## src/rtl/seg_xlat_stage.sv

```systemverilog
// seg_xlat_stage
//
// Registered MIPS fixed-mapping translation stage. Each of NUM_CH channels
// turns a virtual address into a physical address plus a cached attribute.
// It also flags user-mode accesses to the kernel half of the address space.
// The stage sits between the core's address outputs and the cache's
// physical-address inputs.
//
// Handshake: a transfer happens on a rising edge where valid & ready are both
// high. A producer holds valid and its payload until that edge. Ready may be
// high while valid is low. Once out_valid is high, the payload stays stable
// and out_valid stays high until the transfer completes, a flush or a reset.
//
// Ports
//   clk, reset         clock; asynchronous active-high reset
//   kseg0_cached       cached attribute for kseg0 (Config.K0 == 3)
//   kuseg_cached       cached attribute for kuseg
//   k23_cached         cached attribute for kseg2/kseg3
//   in_valid/in_ready  per-channel request handshake
//   in_vaddr           virtual address, channel c at [32c+31:32c]
//   in_user            request issued in user mode
//   flush              drop every entry the channel holds
//   out_valid/out_ready per-channel result handshake
//   out_paddr          physical address, channel c at [32c+31:32c]
//   out_cached         cacheable attribute
//   out_addr_err       user-mode access to vaddr[31] = 1
module seg_xlat_stage #(
    parameter int unsigned NUM_CH        = 2,
    parameter bit          SKID          = 1'b1,
    parameter logic [31:0] USEG_OFFSET   = 32'h4000_0000,
    parameter logic [31:0] KSEG23_OFFSET = 32'h0000_0000
) (
    input  logic                 clk,
    input  logic                 reset,
    input  logic                 kseg0_cached,
    input  logic                 kuseg_cached,
    input  logic                 k23_cached,
    input  logic [NUM_CH-1:0]    in_valid,
    output logic [NUM_CH-1:0]    in_ready,
    input  logic [32*NUM_CH-1:0] in_vaddr,
    input  logic [NUM_CH-1:0]    in_user,
    input  logic [NUM_CH-1:0]    flush,
    output logic [NUM_CH-1:0]    out_valid,
    input  logic [NUM_CH-1:0]    out_ready,
    output logic [32*NUM_CH-1:0] out_paddr,
    output logic [NUM_CH-1:0]    out_cached,
    output logic [NUM_CH-1:0]    out_addr_err
);

    genvar c;
    generate
        for (c = 0; c < NUM_CH; c++) begin : g_ch
            logic [31:0] va;
            logic [31:0] xl_paddr;
            logic        xl_cached;
            logic        xl_err;
            logic        accept;
            logic        advance;

            logic        out_valid_q,  out_valid_d;
            logic [31:0] out_paddr_q,  out_paddr_d;
            logic        out_cached_q, out_cached_d;
            logic        out_err_q,    out_err_d;

            assign va = in_vaddr[32*c +: 32];

            // Fixed segment map. kseg0/kseg1 default to the 29-bit unmapped window.
            always_comb begin
                xl_paddr  = {3'b000, va[28:0]};
                xl_cached = 1'b0;
                if (!va[31]) begin
                    xl_paddr  = va + USEG_OFFSET;
                    xl_cached = kuseg_cached;
                end else if (va[30:29] == 2'b00) begin
                    xl_cached = kseg0_cached;
                end else if (va[30:29] == 2'b01) begin
                    xl_cached = 1'b0;
                end else begin
                    xl_paddr  = va + KSEG23_OFFSET;
                    xl_cached = k23_cached;
                end
                // A faulting access must never be treated as cacheable.
                // The address is still reported so the fault handler can inspect it.
                xl_err = in_user[c] & va[31];
                if (xl_err) begin
                    xl_cached = 1'b0;
                end
            end

            // The output register can take a new entry when it is empty or is being drained.
            assign advance = !out_valid_q | out_ready[c];

            if (SKID) begin : g_skid
                logic        skid_valid_q,  skid_valid_d;
                logic [31:0] skid_paddr_q,  skid_paddr_d;
                logic        skid_cached_q, skid_cached_d;
                logic        skid_err_q,    skid_err_d;

                // in_ready comes straight from a flop, which breaks the
                // combinational path from out_ready back to in_ready.
                assign in_ready[c] = !reset & !skid_valid_q;
                assign accept      = in_valid[c] & in_ready[c] & !flush[c];

                always_comb begin
                    out_valid_d   = out_valid_q;
                    out_paddr_d   = out_paddr_q;
                    out_cached_d  = out_cached_q;
                    out_err_d     = out_err_q;
                    skid_valid_d  = skid_valid_q;
                    skid_paddr_d  = skid_paddr_q;
                    skid_cached_d = skid_cached_q;
                    skid_err_d    = skid_err_q;
                    if (flush[c]) begin
                        out_valid_d  = 1'b0;
                        skid_valid_d = 1'b0;
                    end else if (advance) begin
                        // The skid entry is older than any new request, so it
                        // moves to the output first. accept cannot be high
                        // here while the skid entry is held.
                        out_valid_d  = skid_valid_q | accept;
                        skid_valid_d = 1'b0;
                        if (skid_valid_q) begin
                            out_paddr_d  = skid_paddr_q;
                            out_cached_d = skid_cached_q;
                            out_err_d    = skid_err_q;
                        end else if (accept) begin
                            out_paddr_d  = xl_paddr;
                            out_cached_d = xl_cached;
                            out_err_d    = xl_err;
                        end
                    end else if (accept) begin
                        skid_valid_d  = 1'b1;
                        skid_paddr_d  = xl_paddr;
                        skid_cached_d = xl_cached;
                        skid_err_d    = xl_err;
                    end
                end

                always_ff @(posedge clk or posedge reset) begin
                    if (reset) begin
                        skid_valid_q  <= 1'b0;
                        skid_paddr_q  <= 32'h0;
                        skid_cached_q <= 1'b0;
                        skid_err_q    <= 1'b0;
                    end else begin
                        skid_valid_q  <= skid_valid_d;
                        skid_paddr_q  <= skid_paddr_d;
                        skid_cached_q <= skid_cached_d;
                        skid_err_q    <= skid_err_d;
                    end
                end
            end else begin : g_direct
                assign in_ready[c] = !reset & advance;
                assign accept      = in_valid[c] & in_ready[c] & !flush[c];

                always_comb begin
                    out_valid_d  = out_valid_q;
                    out_paddr_d  = out_paddr_q;
                    out_cached_d = out_cached_q;
                    out_err_d    = out_err_q;
                    if (flush[c]) begin
                        out_valid_d = 1'b0;
                    end else if (advance) begin
                        out_valid_d = accept;
                        if (accept) begin
                            out_paddr_d  = xl_paddr;
                            out_cached_d = xl_cached;
                            out_err_d    = xl_err;
                        end
                    end
                end
            end

            always_ff @(posedge clk or posedge reset) begin
                if (reset) begin
                    out_valid_q  <= 1'b0;
                    out_paddr_q  <= 32'h0;
                    out_cached_q <= 1'b0;
                    out_err_q    <= 1'b0;
                end else begin
                    out_valid_q  <= out_valid_d;
                    out_paddr_q  <= out_paddr_d;
                    out_cached_q <= out_cached_d;
                    out_err_q    <= out_err_d;
                end
            end

            assign out_valid[c]         = out_valid_q;
            assign out_paddr[32*c +: 32] = out_paddr_q;
            assign out_cached[c]        = out_cached_q;
            assign out_addr_err[c]      = out_err_q;
        end
    endgenerate

endmodule

```

## config.mk

```make
export PLATFORM = sky130hd
export DESIGN_NAME = seg_xlat_stage
export DESIGN_NICKNAME = d
export VERILOG_FILES = /design/src/rtl/seg_xlat_stage.sv
export SDC_FILE = /design/constraint.sdc
export NUM_CORES = 1
export LEC_CHECK = 0
export ABC_CLOCK_PERIOD_IN_PS = 6600
export CORE_ASPECT_RATIO = 0.5
export CORE_MARGIN = 2
export CORE_UTILIZATION = 34
export CTS_CLUSTER_DIAMETER = 80
export DETAILED_ROUTE_END_ITERATION = 16
export PLACE_DENSITY = 0.68
export SYNTH_ARGS = -nofsm -noshare
export SYNTH_HDL_FRONTEND = slang
export SYNTH_SLANG_ARGS = --single-unit
```

## constraint.sdc

```tcl
create_clock -name clk -period 6.6 [get_ports clk]
set_input_delay 0.99 -clock clk [delete_from_list [all_inputs] [get_ports clk]]
set_output_delay 0.99 -clock clk [all_outputs]
set_load 0.01 [all_outputs]
```

# After elaboration in Yosys (flattened, before gate mapping)
# Cells that the tools add are included.
[op_classes]
n_addsub = 2
n_eq_ne = 2
n_mux = 36
bitwise = 16
n_reduce_logical = 19
[op_table]
columns = ["operator", "n"]
rows = [
  ["two-way mux 32 bit", 10],
  ["adder 32 x 31 -> 32 bit, second input constant", 2],
  ["two-way mux 1 bit", 26],
  ["AND reduction 3 bit", 4],
  ["bitwise AND 1 bit", 8],
  ["nonzero test 2 bit", 4],
  ["zero test 1 bit", 7],
  ["nonzero test 3 bit", 2],
  ["equality test 2 x 1 -> 1 bit, second input constant", 2],
  ["zero test 2 bit", 2],
  ["inverter 1 bit", 4],
  ["bitwise OR 1 bit", 4],
]
[totals]
register_bits = 140

# Depth between registers and ports, before layout
[depth]
depth_word = 7
ltp_mapped = 5
mapped_depth_nobuf = 3

# Least setup slack after synthesis
# Ideal clock, no wire load.
[synth_path]
path_type = "in2out"
start = "input reset"
end = "output in_ready[0]"
arrival_time_ns = 1.205
path_slack_ns = 4.405
cell_stages = 1
cell_sequence = "nor2_1"
[synth_via]
elab_chain_len = 2
[synth_rtl]
columns = ["item", "line", "rtl"]
rows = [
  ["from (decl)", "34", "input logic reset,"],
  ["zero test 1 bit (no line)", "--", ""],
  ["bitwise AND 1 bit", "101", "assign in_ready[c] = !reset & !skid_valid_q;"],
  ["to (decl)", "39", "output logic [NUM_CH-1:0] in_ready,"],
]
# No other way between the ends.

# Worst setup path after layout
[layout_path]
start = "input reset"
end = "output in_ready[1]"
# Same word-level chain as after synthesis.

==> metrics.txt <==
P&R area growth vs syn=35.0%; vias=around 3800; cts bufs inserted=17; Post-Syn Area=0.00632 mm²; Finished Layout Cells=824; GPL Wtd Cong=0.735; Detailed Place HPWL=around 8600 µm; final worst-path cycle share=50.3%; cell area after layout=around 0.0085 mm²; Tightest Pin Transition=0.952 ns; GRT Util Overall=13.9%; f_max=301 MHz; PwrDens=between 300 and 400 mW/mm²; cts hold-fix bufs=0; TNS Setup=0 ns; gr ovfl total=0; CTS root buf=clkbuf_16; initial antenna violation count=0; max cap viols=0; DR iter-0 viols=between 60 and 70; vias in the first global route=4097; remaining antenna violation count=0; DP Cell Count=792; nets@finish=648; CP required=5.61 ns; worst skew pair latency=0.41 ns; worst clock skew=0.00982 ns; Net Count, Synth=502; core area=0.0183 mm²; largest net degree at the start of global routing=73; input/output buffers=between 100 and 150; Site Rows=35; Multi-input gate area=around 0.0026 mm²; pre-CTS setup slack=roughly 3.1 ns; Crit Path Category=in -> out; Setup Buffers After CTS=0; Tmin final=3.32 ns; Post-Route WL=13100 µm; htree depth=4; Placed Instance Area=0.00794 mm²; area leader, netlist=dfrtp_1; sequential area share after synthesis=a little under three fifths; Peak VDD IR=0.193 mV; I/O pin count=149; relative slew slack=between 30 and 40%; status=complete, no violations; register area=approximately 0.0035 mm²; Unique masters post-synth=25; Yosys warnings=0; synth top area cells=dfrtp_1, mux2_2, mux2_1; CTS resizes=0; Post-Synthesis Cells=425; Leakage=3.66 nW; final setup fails=0; Vias/cell=4.67; first-pass GRT wire length=21200 µm; Vert. Die Dim=100 µm; CTS tree=done; Critical Path Fanout Max=5; WP data arrival=2.33 ns; fin worst setup slack=3.28 ns; die area=0.0197 mm²; Clock Sink Count=140; Max Slew Vio Count=0; WL per Instance=15.9 µm; #FFs+latches synth=140; Starting Density=34.5%; post-route DRC violation count=0; drt pass-1 iters=4; CTS Buffer Depth=2; syn_area_per_cell=14.9 µm²; fillers=about 1700; chip width=197 µm; Fin. Hold Viols=0; RSZ-0062 raised after global routing=no; Synth top area share=55.5%; Hold Crit Class=reg -> reg; crit path capture type=output port; clock-pin slew on the worst setup and hold paths=approximately 0.060 ns; Antenna Diode Count=0; share of cells above drive strength 1=38.5%; crit start category=input pin
power by group:
part / total, mW / internal, mW / switching, mW
registers: 1.11 / 1.03 / 0.0796
clock network: 0.949 / 0.569 / 0.381
logic: 0.520 / 0.338 / 0.182
total: 2.57 / 1.93 / 0.642
through the flow:
step / hold slack, ns / power (mW) / util (%)
global route: 0.498 / 2.71 / 46.6
floorplan: 0.471 / 1.36 / -
global placement: 0.470 / 1.63 / 43.4
finish: 0.483 / 2.57 / 46.6
CTS: 0.488 / 2.62 / 46.6
detailed placement: 0.474 / 1.65 / 43.4
critical path, cell delays in order:
cell,delay (ns)
clkdlybuf4s50_1,0.54
nor2_1,0.23
clkdlybuf4s50_1,0.57
cells in the mapped netlist:
cell,number
or3b_2,2
mux2_1,12
nor2_1,4
nor2b_1,4
inv_1,9
dfrtp_1,140
nand2_1,12
nand2b_4,2
a211o_1,2
buf_6,9
buf_2,12
mux2_2,178
o31ai_1,2
buf_4,7
nor4b_1,2
nor4_1,2
nand4b_2,2
a21oi_1,2
a221o_1,2
a32oi_1,2
mux2i_1,4
a211oi_4,2
nand2b_1,6
xor2_1,2
o21ai_0,4
flip-flops by register name, indices dropped and copies added, names as in the netlist:
name                       cells
g_ch.out_paddr_q              64
g_ch.g_skid.skid_err_q         2
g_ch.out_err_q                 2
g_ch.g_skid.skid_valid_q       2
g_ch.out_cached_q              2
g_ch.g_skid.skid_paddr_q      64
g_ch.out_valid_q               2
g_ch.g_skid.skid_cached_q      2
logic make-up after synthesis:
group | synth area share, %
buffers and inverters | 3.92
XOR/XNOR | 0.277
AND/OR/NAND/NOR | 3.61
AO/OA/AOI/OAI | 2.22
flip-flops | 55.5
multiplexers | 34.5
routing by layer:
layer	vias to the layer above	global-route usage, %	wire, µm
met1	1972	16.0	5710
met5	-	0	0
li1	1803	-	-
met3	18	3.09	373
met2	56	25.5	6790
met4	0	5.61	257
final timing paths:
| kind | from | to | slack [ns] | cells past startpoint |
|---|---|---|---|---|
| min reg2reg | g_ch[0].out_paddr_q[21] | g_ch[0].out_paddr_q[21] | 0.48 | 1 |
| max | reset | in_ready[1] | 3.28 | 3 |
| min | g_ch[0].out_paddr_q[21] | g_ch[0].out_paddr_q[21] | 0.48 | 1 |
| max reg2reg | g_ch[0].g_skid.skid_valid_q | g_ch[0].out_paddr_q[11] | 4.06 | 4 |
| min in group asynchronous | reset | g_ch[1].g_skid.skid_valid_q | 1.18 | 2 |
| max in group asynchronous | reset | g_ch[1].g_skid.skid_paddr_q[30] | 4.05 | 3 |
cell type report:
type                       instances  area share (%)
tap                              240            3.52
inverter                           9           0.455
clock buffer                      19            5.19
multi-input combinational        248            30.1
clock inverter                    13            1.67
timing repair buffer             155            18.0
sequential                       140            41.1
cells in the final DEF, fill, tap and decap left out:
cell type        netlist  layout
mux2_2               178     178
clkdlybuf4s50_1        0     148
dfrtp_1              140     140
clkbuf_16              0      17
mux2_1                12      12
nand2_1               12      12
inv_1                  9       8
buf_4                  7       7
nand2b_1               6       6
clkinvlp_4             0       5
nor2b_1                4       4
nor2_1                 4       4
o21ai_0                4       4
mux2i_1                4       4
inv_6                  0       3
nand4b_2               2       2
nand2b_4               2       2
a211oi_4               2       2
o31ai_1                2       2
xor2_1                 2       2
a211o_1                2       2
or3b_2                 2       2
a32oi_1                2       2
nor4_1                 2       2
nor4b_1                2       2
a221o_1                2       2
a21oi_1                2       2
clkinv_4               0       2
bufinv_16              0       2
clkinv_2               0       2
clkbuf_1               0       1
clkbuf_8               0       1
No activity file was read; power rests on OpenSTA's default activity.
